<file path="src/rtl/uart_pkg.sv">
// ---------------------------------------------------------------------------
// uart_pkg
//
// Shared definitions for the UART baud-rate generator slice.
//   baud_sel_t : 3-bit index into the standard baud-rate table
//   BAUD       : the eight selectable standard rates in bits per second
//   calc_incr  : phase-accumulator increment for a given rate, computed
//                with 64-bit arithmetic and round-to-nearest so it can be
//                used for elaboration-time constants
// ---------------------------------------------------------------------------
package uart_pkg;

    typedef logic [2:0] baud_sel_t;

    localparam int NUM_RATES = 8;

    // Standard rates, indexed by baud_sel.
    localparam logic [63:0] BAUD [NUM_RATES] = '{
        64'd4800,
        64'd9600,
        64'd14400,
        64'd19200,
        64'd38400,
        64'd57600,
        64'd115200,
        64'd230400
    };

    // round(baud * os * 2^acc_w / clk_freq). Adding half the divisor before
    // the integer divide turns truncation into rounding to nearest.
    function automatic logic [63:0] calc_incr(
        input logic [63:0] baud,
        input logic [63:0] os,
        input logic [63:0] acc_w,
        input logic [63:0] clk_freq
    );
        logic [63:0] num;
        num = (baud * os) << acc_w;
        return (num + (clk_freq >> 1)) / clk_freq;
    endfunction

endpackage

</file>
<file path="src/rtl/uart_nco.sv">
// ---------------------------------------------------------------------------
// uart_nco
//
// Fractional phase accumulator (numerically controlled oscillator). Each
// enabled cycle adds incr to the accumulator modulo 2^ACC_W; the carry out
// of that add marks one oversample period.
//
// Ports:
//   clk    : system clock
//   rst    : synchronous active-high reset, clears the accumulator
//   clear  : synchronous phase clear (rate change, reload, resync)
//   en     : advance the phase this cycle
//   incr   : phase increment per cycle
//   carry  : high in the cycle whose add overflows (gated by en and clear)
// ---------------------------------------------------------------------------
module uart_nco #(
    parameter int ACC_W = 24
) (
    input  logic             clk,
    input  logic             rst,
    input  logic             clear,
    input  logic             en,
    input  logic [ACC_W-1:0] incr,
    output logic             carry
);

    logic [ACC_W-1:0] acc;
    logic [ACC_W:0]   sum;

    // One extra bit on the adder so the overflow is visible as the carry;
    // dropping that bit when storing gives the modulo-2^ACC_W wrap.
    always_comb begin
        sum = {1'b0, acc} + {1'b0, incr};
    end

    // A clear wins over enable so the phase restarts from exactly zero and
    // the first period after a clear is a full ceil(2^ACC_W/incr) cycles.
    always_ff @(posedge clk) begin
        if (rst || clear) begin
            acc <= '0;
        end else if (en) begin
            acc <= sum[ACC_W-1:0];
        end
    end

    // The carry is only meaningful when the add is actually committed.
    assign carry = sum[ACC_W] & en & ~clear;

endmodule

</file>
<file path="src/rtl/uart_baud_gen.sv">
// ---------------------------------------------------------------------------
// uart_baud_gen
//
// Run-time selectable UART baud-rate generator built on a fractional phase
// accumulator, so the rate error stays tiny at any clock frequency.
//
// Parameters:
//   CLK_FREQ   : input clock frequency in Hz
//   OVERSAMPLE : rx_ticks per bit period (must be >= 2)
//   ACC_W      : phase accumulator width in bits
//
// Ports:
//   clk      : system clock
//   rst      : synchronous active-high reset
//   en       : tick generation enable (phase holds while low)
//   baud_sel : index into uart_pkg::BAUD, changes take effect next cycle
//   resync   : one-cycle strobe, realigns the phase to zero
//   rx_tick  : one-cycle pulse at OVERSAMPLE x baud
//   tx_tick  : one-cycle pulse at baud, always coincident with an rx_tick
//   os_phase : current oversample index 0..OVERSAMPLE-1
//
// Optional build macro UART_BRG_PROG_EN adds a programmable increment:
//   cfg_we   : load cfg_incr as the increment and clear the phase
//   cfg_incr : increment value, kept until the next rate change or reset
// ---------------------------------------------------------------------------
module uart_baud_gen
    import uart_pkg::*;
#(
    parameter int CLK_FREQ   = 10_000_000,
    parameter int OVERSAMPLE = 16,
    parameter int ACC_W      = 24
) (
    input  logic                          clk,
    input  logic                          rst,
    input  logic                          en,
    input  baud_sel_t                     baud_sel,
    input  logic                          resync,
`ifdef UART_BRG_PROG_EN
    input  logic                          cfg_we,
    input  logic [ACC_W-1:0]              cfg_incr,
`endif
    output logic                          rx_tick,
    output logic                          tx_tick,
    output logic [$clog2(OVERSAMPLE)-1:0] os_phase
);

    localparam int OS_W = $clog2(OVERSAMPLE);
    localparam logic [OS_W-1:0] OS_LAST = OS_W'(OVERSAMPLE - 1);

    // Increment for every table rate, folded to constants at elaboration.
    localparam logic [63:0] INCR_TAB [NUM_RATES] = '{
        calc_incr(BAUD[0], 64'(OVERSAMPLE), 64'(ACC_W), 64'(CLK_FREQ)),
        calc_incr(BAUD[1], 64'(OVERSAMPLE), 64'(ACC_W), 64'(CLK_FREQ)),
        calc_incr(BAUD[2], 64'(OVERSAMPLE), 64'(ACC_W), 64'(CLK_FREQ)),
        calc_incr(BAUD[3], 64'(OVERSAMPLE), 64'(ACC_W), 64'(CLK_FREQ)),
        calc_incr(BAUD[4], 64'(OVERSAMPLE), 64'(ACC_W), 64'(CLK_FREQ)),
        calc_incr(BAUD[5], 64'(OVERSAMPLE), 64'(ACC_W), 64'(CLK_FREQ)),
        calc_incr(BAUD[6], 64'(OVERSAMPLE), 64'(ACC_W), 64'(CLK_FREQ)),
        calc_incr(BAUD[7], 64'(OVERSAMPLE), 64'(ACC_W), 64'(CLK_FREQ))
    };

    localparam logic [ACC_W-1:0] INCR_RST = INCR_TAB[0][ACC_W-1:0];

    // An increment of zero never ticks and one of 2^ACC_W or more cannot be
    // represented, so either means the parameter set is unusable.
    for (genvar i = 0; i < NUM_RATES; i++) begin : g_incr_check
        if (INCR_TAB[i] == 64'd0 || INCR_TAB[i] >= (64'd1 << ACC_W)) begin : g_bad
            $error("uart_baud_gen: increment for rate %0d out of range", i);
        end
    end

    if (OVERSAMPLE < 2) begin : g_bad_os
        $error("uart_baud_gen: OVERSAMPLE must be at least 2");
    end

    baud_sel_t        sel_q;
    logic [ACC_W-1:0] incr_q;
    logic [OS_W-1:0]  os_cnt;
    logic             rate_change;
    logic             nco_clear;
    logic             carry;

    assign rate_change = (baud_sel != sel_q);

    // Anything that restarts the phase also clears the accumulator, so the
    // accumulator and the oversample counter always restart together.
`ifdef UART_BRG_PROG_EN
    assign nco_clear = rate_change | cfg_we | resync;
`else
    assign nco_clear = rate_change | resync;
`endif

    uart_nco #(
        .ACC_W (ACC_W)
    ) u_nco (
        .clk   (clk),
        .rst   (rst),
        .clear (nco_clear),
        .en    (en),
        .incr  (incr_q),
        .carry (carry)
    );

    // Rate selection, oversample counting and the tick registers. Ticks
    // default low every cycle so each pulse lasts exactly one cycle. The
    // if/else chain encodes the precedence rst > rate change > (reload) >
    // resync > normal counting; carry is already gated by en and clear.
    always_ff @(posedge clk) begin
        if (rst) begin
            sel_q   <= '0;
            incr_q  <= INCR_RST;
            os_cnt  <= '0;
            rx_tick <= 1'b0;
            tx_tick <= 1'b0;
        end else begin
            rx_tick <= 1'b0;
            tx_tick <= 1'b0;
            if (rate_change) begin
                sel_q  <= baud_sel;
                incr_q <= INCR_TAB[baud_sel][ACC_W-1:0];
                os_cnt <= '0;
`ifdef UART_BRG_PROG_EN
            end else if (cfg_we) begin
                incr_q <= cfg_incr;
                os_cnt <= '0;
`endif
            end else if (resync) begin
                os_cnt <= '0;
            end else if (carry) begin
                rx_tick <= 1'b1;
                if (os_cnt == OS_LAST) begin
                    os_cnt  <= '0;
                    tx_tick <= 1'b1;
                end else begin
                    os_cnt <= os_cnt + 1'b1;
                end
            end
        end
    end

    // The oversample counter is itself a register, so it is exported as is.
    assign os_phase = os_cnt;

endmodule

</file>
<file path="config.mk">
export PLATFORM = sky130hd
export DESIGN_NAME = uart_baud_gen
export DESIGN_NICKNAME = d
export VERILOG_FILES = /design/src/rtl/uart_pkg.sv /design/src/rtl/uart_nco.sv /design/src/rtl/uart_baud_gen.sv
export SDC_FILE = /design/constraint.sdc
export NUM_CORES = 1
export LEC_CHECK = 0
export ABC_AREA = 1
export ABC_CLOCK_PERIOD_IN_PS = 2800
export BUFFER_PORTS_ARGS = -buffer_cell sky130_fd_sc_hd__clkbuf_2
export CORE_MARGIN = 8
export CORE_UTILIZATION = 66
export CTS_CLUSTER_SIZE = 8
export DETAILED_ROUTE_END_ITERATION = 8
export GPL_TIMING_DRIVEN = 0
export PLACE_DENSITY = 0.95
export RECOVER_POWER = 50
export SLEW_MARGIN = 25
export SYNTH_ARGS = -nofsm -noshare
export SYNTH_HDL_FRONTEND = slang
export SYNTH_SLANG_ARGS = --single-unit
</file>
<file path="constraint.sdc">
create_clock -name clk -period 2.8 [get_ports clk]
set_input_delay 0.42 -clock clk [delete_from_list [all_inputs] [get_ports clk]]
set_output_delay 0.42 -clock clk [all_outputs]
set_load 0.02 [all_outputs]
</file>
Yosys cells after proc, flatten, opt, wreduce, memory -nomap -nowiden. Memories as Yosys holds them, arrays and structs flattened. A register that Yosys moved wholly into a read port is not among the register bits. Index checks and enable logic that the tools add are counted. Widths: inputs -> output; s select.

Register bits after elaboration: 33. ROM bits: 512. Input port bits: 7. Output and inout port bits: 6. Word-level logic and storage cells: 22. Memories kept: 1.

Memory list: (name not given) (depth 8, width 64, rd ports 1, clocked after memory_dff 1, write ports 0, RTL line uart_baud_gen.sv:120) `incr_q <= INCR_TAB[baud_sel][ACC_W-1:0];`.

Add/subtract/negate cells: 2. Equal/unequal tests: 2. Muxes and demuxes: 3. Bitwise operators: 6. Reductions and logical operators: 3.

Operators by type and width (count): $add 24x24->25 (1); $add 4x1->4 const B (1); $eq 4x4->1 const B (1); $mux 4 (1); $not 3->4 (1); $reduce_or 4->1 (1); $ne 3x3->1 (1); $reduce_or 3->1 (1); $and 1x1->1 (2); $mux 1 (2); $not 1->1 (2); $logic_or 1x1->1 (1); $or 1x1->1 (1).

Depth between registers and ports, before layout. Gate-level depths: netlist of the first run.

Word-level depth: 6. Gate-level depth with buffers: 13. Depth with buffers taken out: 13.

Hierarchy. A second synthesis of the first run with hierarchy kept.

Cells, all modules: 690. Area total of the unflattened synthesis: 4234.1 µm².

By module, submodules not included: uart_nco (instances 1, cells an instance 492, area an instance 2671.3 µm², seq. area each 480.5 µm²); uart_baud_gen (instances 1, cells an instance 198, area an instance 1562.7 µm², seq. area each 640.6 µm²).

Worst setup path before layout of the first run. No wires, ideal clock.

Path type: register to register. Start: reg incr_q[0]. End: reg os_cnt[0] (netlist: os_phase[0]). Setup time: 0.113 ns. Arrival: 1.759 ns. Required time: 2.687 ns. Setup slack: 0.927 ns. Stages on the path, launching flop included: 13. Path buffers: 0. Period minus slack after synthesis: 1.873 ns. Cells stage by stage: dfxtp_1 ha_1 fa_1 nand2_1 nand2_1 nand3_1 nand2_1 nand2_1 nand3_1 nand2_1 nand2_1 nand2_1 nor2_1.

Cells in the longest elaborated chain, start to end: 3.

RTL lines: start: declaration (RTL line uart_baud_gen.sv:77) `logic [ACC_W-1:0] incr_q;`; $add 24x24->25 (RTL line uart_nco.sv:33) `sum = {1'b0, acc} + {1'b0, incr};`; $and 1x1->1 (2 in a row) (RTL line uart_nco.sv:47) `assign carry = sum[ACC_W] & en & ~clear;`; end signal: assignment (RTL line uart_baud_gen.sv:135) `os_cnt <= os_cnt + 1'b1;`; end: declaration (RTL line uart_baud_gen.sv:78) `logic [OS_W-1:0] os_cnt;`.

Every way passes these cells. A chain may end at the register's enable or synchronous reset.

Worst setup path in the final report of the first run.
Start: reg sel_q[1]. End: reg u_nco.acc[19].

Cells in the longest elaborated chain, start to end: 3.

RTL lines: start: declaration (RTL line uart_baud_gen.sv:76) `baud_sel_t sel_q;`; start signal: assignment (RTL line uart_baud_gen.sv:119) `sel_q <= baud_sel;`; $ne 3x3->1 (RTL line uart_baud_gen.sv:83) `assign rate_change = (baud_sel != sel_q);`; $or 1x1->1 (RTL line uart_baud_gen.sv:90) `assign nco_clear = rate_change | resync;`; $logic_or 1x1->1 (RTL line uart_nco.sv:39) `if (rst || clear) begin`; end signal: assignment (RTL line uart_nco.sv:42) `acc <= sum[ACC_W-1:0];`; end: declaration (RTL line uart_nco.sv:27) `logic [ACC_W-1:0] acc;`.

Every way passes these cells.

==> reports/metrics.cfg, run 1 <==
[detailed_routing]
drc = 0
routedWlPerCell_um = 14.21
antenna_left = 0
drt_iter0_drc = 446
avgViaCountPerCell = 5.635
routed_wl_um = 10520
drtPass1Iterations = 7
vias = 4170

[cts]
ctsResizeCount = 0
clkSinkCount = 56
cts-htree-levels = 2
post_cts_buffers = 0
cts-root-buf = clkbuf_8
clock_path_buffers = 2
cts_inserted_buffers = 5
worstSkewPairLatency_ns = 0.33
cts_hold_buf = 0
cts_tree = built
path_clk_slew_ns = 0.11

[power_and_ir_drop]
swShare_pct = 33.46
clockPowerShare_pct = 30.4
powerDensity_nw_per_um2 = 403.3
peakVddDrop_uv = 314.9
p_seq_share_pct = 51.1
p_leak_nw = 2.326
p_int_w = 0.001115
switchingPower_w = 0.0005606
p_comb_share_pct = 18.5

[finish]
n_fill_cell = 460
drive_above_1_share_pct = 3.609
multi_input_area_sq_um = 2307
stdcell_area_sq_um = 4154
regArea_sq_um = 1121
syn_to_final_growth_pct = 5.397
nets = 702
diodes = 0

[setup_path]
crit_fanout = 10
cp_common_cell = nor2_1
crit_required_ns = 3.08
path_cells = xnor2_1 -> nand3_1 -> nor2_1 -> inv_4 -> nor2_8 -> inv_2 -> buf_6 -> nor2_1 -> nand2_1 -> inv_1
reg2reg_from = sel_q[1]
r2r-end = u_nco.acc[19]
slowest_stage = nor2_1
cp.arrival_ns = 2.54
critPathKind = reg2reg
cpPeakStageDelay_ns = 0.65
reg2reg_slack_ns = 0.54
reg2regPathDepth = 10
end_kind = register
critPathLaunchType = register

[floorplanning]
ios = 13
dieArea_sq_um = 8700
die_h_um = 93.28
dieWidth_um = 93.28
rows = 28
core_area_sq_um = 5851
initial_core_util_pct = 67.37

[synthesis]
synth_ff_type = dfxtp_1
ys_async_sr_fraction_pct = 0
yosysSeqAreaShare_pct = 28.44
synth_top_family_by_area = simple AND/OR/NAND/NOR gates
syn_area_sq_um = 3941
synth.avg_cell_area_sq_um = 6.101
synth-simple-area-share_pct = 38.41
synth.distinct_cells = 34
synth_nets = 684
synth-warning-count = 0
yosys.area_share.adder_pct = 10.03
ys_ff_latch = 56
syn_inst = 646
synth_compound_area_share_pct = 8.603
synth_edf_count = 0
synth.area.mux_share_pct = 0
synth_xor_area_share_pct = 2.222

[placed_design]
port_buffers = 11
globalplace.congestion = 0.9546
dpl.hpwl_um = 7964
post_dp_cell_area_sq_um = 4090

[timing]
hold_viol = 0
timing.fmax_mhz = 442.0
finalCriticalPeriod_ns = 2.262
rsz0062_at_grt = false
slew_viol_final = 0
setup_tns_ns = 0
slew_headroom_pct = 52.23
fin_skew_ns = 0.01309
setup_viol = 0
period_share_pct = 80.80
tightestPinTransition_ns = 0.7139

[hold_path]
hold_class = in2reg
min_from = rst
hold_path_depth = 2
hold-path-endpoint = sel_q[2]

[global_route]
grt_pass1_vias = 3882
antenna_found_initial = 0
use_met1_pct = 29.47
grt_max_degree = 21
overflow = 0
gr-usage-all-layers_pct = 25.11
grt_pass1_wl_um = 17660
grtUsageMet3_pct = 5.369
grt_use_met2_pct = 41.13
busiest_layer = met2

[status]
status = complete, no violations

[job]
cap_violations = 0

[critical path: cells and delay by family (launching register included)]
family	cells	cell delay (ns)
AND/OR/NAND/NOR	5	1.22
buffers and inverters	4	0.49
flip-flops	1	0.33
XOR/XNOR	1	0.17
[synth_stat cells (3+ instances only)]
library cell  number  area (sq um)
a21oi_1           29         145.1
a31oi_1            4         25.02
clkbuf_1           7         26.28
dfxtp_1           56          1121
ha_1              30         375.4
inv_1            112         420.4
nand2_1          216         810.8
nand3_1           42         210.2
nand4_1            8         50.05
nor2_1            81         304.0
nor2_2             5         31.28
nor3_1             3         15.01
o211ai_1           3         22.52
o21ai_0           19         95.09
xnor2_1            5         43.79
xor2_1             5         43.79
[final cells by class]
cell class	instances	share of cell area, %
Buffer	10	1.205
Tap cell	75	2.259
Timing Repair Buffer	11	1.084
Multi-Input combinational cell	465	55.54
Inverter	115	10.45
Sequential cell	56	26.99
Clock buffer	5	1.657
Clock inverter	3	0.8133
[stage by stage]
stage               utilization [%]  instances  total power (W)  worst slack (ns)  hold slack (ns)
floorplan                         -        646         0.001092            0.9273           0.4253
global placement              69.91        732         0.001162            0.6770           0.4523
detailed placement            69.91        732         0.001173            0.6084           0.4635
CTS                           71.66        740         0.001664            0.5731           0.3853
global route                  71.00        740         0.001738            0.3714           0.4233
finish                        71.00        740         0.001675            0.5376           0.3699
[registers in the layout (all words and copies together), names as in the netlist]
| signal | count |
|---|---|
| os_phase | 4 |
| incr_q | 23 |
| rx_tick | 1 |
| u_nco.acc | 24 |
| sel_q | 3 |
| tx_tick | 1 |
[power by group through the flow]
| stage | registers (W) | clock network, W | logic (W) |
|---|---|---|---|
| after floorplan | 0.000860 | 0 | 0.000233 |
| final | 0.000856 | 0.000509 | 0.000310 |
| after global routing | 0.000858 | 0.000535 | 0.000345 |
| after detailed placement | 0.000872 | 0 | 0.000301 |
| after CTS | 0.000854 | 0.000504 | 0.000306 |
| after global placement | 0.000872 | 0 | 0.000290 |
[metal layers]
metal,up-vias,share of wire (%)
met2,229,45
li1,2031,-
met1,1848,40
met4,0,5.6
met5,-,0
met3,62,9.1
[cell usage in the layout, fill, tap and decap left out, types with 2 or more instances in the layout]
master	count
clkbuf_1	15
o211ai_1	3
nand2_1	216
dfxtp_1	56
nand3b_1	2
nand4_1	8
ha_1	30
o21ai_0	19
a31oi_1	4
nor2_2	5
a21oi_1	29
inv_1	112
nor3_1	3
xor2_1	5
nand3_1	43
clkbuf_8	5
clkbuf_2	3
o2111ai_1	2
xnor2_1	5
nor2_1	82
[kinds of logic after synthesis]
| family | after synthesis |
|---|---|
| compound gates | 61 |
| xor+xnor | 10 |
| fa+ha+maj | 31 |
| buf+inv | 125 |
| flops | 56 |
| simple gates | 363 |
[worst max-delay path by stage]
stage | from | end | slack, ns | cells after the start
after floorplan | incr_q[0] | os_phase[0] | 0.93 | 12
after global placement | incr_q[0] | os_phase[3] | 0.68 | 12
after detailed placement | incr_q[0] | os_phase[3] | 0.61 | 12
after CTS | incr_q[0] | os_phase[3] | 0.57 | 12
after global routing | incr_q[0] | os_phase[0] | 0.37 | 12
final | sel_q[1] | u_nco.acc[19] | 0.54 | 10
Power figures use the tool's default switching activity.
==> inputs of run 2 (changes only) <==
- ABC_CLOCK_PERIOD_IN_PS: 2800 -> 2029
- CORE_UTILIZATION: 66 -> 57
- PLACE_DENSITY: 0.95 -> 0.88
- clock period: 2.8 -> 2.03 ns (I/O delays scaled with it)
==> reports/metrics.cfg, run 2 (synthesized netlist as in run 1, its figures left out) <==
[timing]
setup_viol = 0
hold_viol = 0
slew_viol_final = 0
period_share_pct = 93.65
slew_headroom_pct = 57.34
tightestPinTransition_ns = 0.6400
fin_skew_ns = 0.007078
rsz0062_at_grt = false
finalCriticalPeriod_ns = 1.901
timing.fmax_mhz = 526.0

[finish]
syn_to_final_growth_pct = 7.079
top_register = u_nco.acc
largest_reg_flops = 24
final_core_util_pct = 62.46
n_fill_cell = 659
drive_above_1_share_pct = 5.263
regArea_sq_um = 1121
layout.cells.non_filler = 745
final_common_cell = nand2_1
nets = 702
multi_input_area_sq_um = 2374
final_cell_mix = nand2_1 (214), inv_1 (112), nor2_1 (78), dfxtp_1 (56), nand3_1 (40)
diodes = 0
stdcell_area_sq_um = 4220

[setup_path]
critPathLaunchType = register
end_kind = register
reg2reg_slack_ns = 0.13
path_cells = ha_2 -> fa_2 -> nand2_1 -> nand2_1 -> nand3_1 -> nand2_2 -> nand2_1 -> nand3_2 -> nand2_4 -> nand2_1 -> nand2_1 -> nor2_1
crit_start = incr_q[0]
slowest_stage = fa_2
path_buf_inv = 0
crit_required_ns = 2.26
cp_common_cell = nand2_1
cp.arrival_ns = 2.13
reg2reg_from = incr_q[0]
critPathKind = reg2reg
cpPeakStageDelay_ns = 0.37
crit_family = simple AND/OR/NAND/NOR gates
crit_fanout = 8

[cts]
post_cts_buffers = 0
cts-htree-levels = 2
clkSinkCount = 56
clock_path_buffers = 2
worstSkewPairLatency_ns = 0.32
path_clk_slew_ns = 0.11
cts_inserted_buffers = 5
cts_tree = built
cts-root-buf = clkbuf_8

[placed_design]
port_buffers = 11
dpl.hpwl_um = 7981
globalplace.congestion = 0.9216
post-place-cells = 737
post_dp_cell_area_sq_um = 4096

[floorplanning]
ios = 13
rows = 30
dieWidth_um = 99.16
core_area_sq_um = 6756
initial_core_util_pct = 58.33
die_h_um = 99.16
dieArea_sq_um = 9832

[detailed_routing]
drt_iter0_drc = 259
drc = 0
avgViaCountPerCell = 5.309
routedWlPerCell_um = 13.30
antenna_left = 0
drtPass1Iterations = 5
vias = 3955
routed_wl_um = 9909

[global_route]
grt_pass1_wl_um = 16690
overflow = 0
gr-usage-all-layers_pct = 20.90
antenna_found_initial = 0
grt_max_degree = 20
grt_pass1_vias = 3719

[power_and_ir_drop]
powerDensity_nw_per_um2 = 542.6
p_comb_share_pct = 18.7
swShare_pct = 32.99
switchingPower_w = 0.0007553
peakVddDrop_uv = 457.4
clockPowerShare_pct = 29.7
p_seq_share_pct = 51.5
p_leak_nw = 2.363
fin_total_pwr_w = 0.002290
p_int_w = 0.001535

[hold_path]
hold_class = in2reg
min_from = resync

[status]
status = complete, no violations

[job]
cap_violations = 0

==> run 2: power groups by stage <==
stage	clock [W]	sequential, W	combinational, W
6_report	0.000681	0.00118	0.000429
5_1_grt	0.000722	0.00118	0.000487
4_1_cts	0.000686	0.00118	0.000417
3_5_place_dp	0	0.00120	0.000414
3_3_place_gp	0	0.00120	0.000405
2_1_floorplan	0	0.00119	0.000321
==> run 2: worst paths after layout <==
kind	endpoint	cells after the start
max	os_phase[0]	12
min	u_nco.acc[3]	4
max reg2reg	os_phase[0]	12
min reg2reg	incr_q[15]	2
==> run 2: layer usage <==
metal	GRT usage, %	up-vias	wire length, um
met4	9.313	0	359
li1	-	2041	-
met5	0	-	0
met1	25.09	1756	4487
met3	3.212	35	533
met2	35.97	123	4528
==> run 2: what timing repair did <==
| action | CTS | global route |
|---|---|---|
| hold buffers | 0 | 0 |
| gates resized for setup | 4 | 7 |
| endpoints found under the setup margin | 5 | 8 |
| pin swaps | 1 | 2 |
==> run 2: area by class of cell <==
cell class,count,area share (%)
well taps,80,2.372
flip-flops and latches,56,26.56
clock inverters,3,0.6522
clock buffers,5,1.631
plain buffers,10,1.186
multi-input cells,465,56.24
repair buffers,11,1.067
inverters,115,10.29
==> run 2: worst reg2reg max path, cell delays in order, from the launching register on <==
cell     delay (ns)
dfxtp_1        0.33
ha_2           0.22
fa_2           0.37
nand2_1        0.07
nand2_1        0.09
nand3_1        0.11
nand2_2        0.11
nand2_1        0.10
nand3_2        0.12
nand2_4        0.13
nand2_1        0.06
nand2_1        0.07
nor2_1         0.04
==> run 2: stage by stage <==
step | TNS [ns] | setup WS (ns) | hold slack [ns]
6_report | 0 | 0.1288 | 0.3159
5_1_grt | 0 | 0.001215 | 0.3373
4_1_cts | 0 | 0.03148 | 0.2862
3_5_place_dp | -0.6158 | -0.1762 | 0.4655
3_3_place_gp | -0.3639 | -0.1057 | 0.4522
2_1_floorplan | 0 | 0.1573 | 0.3884
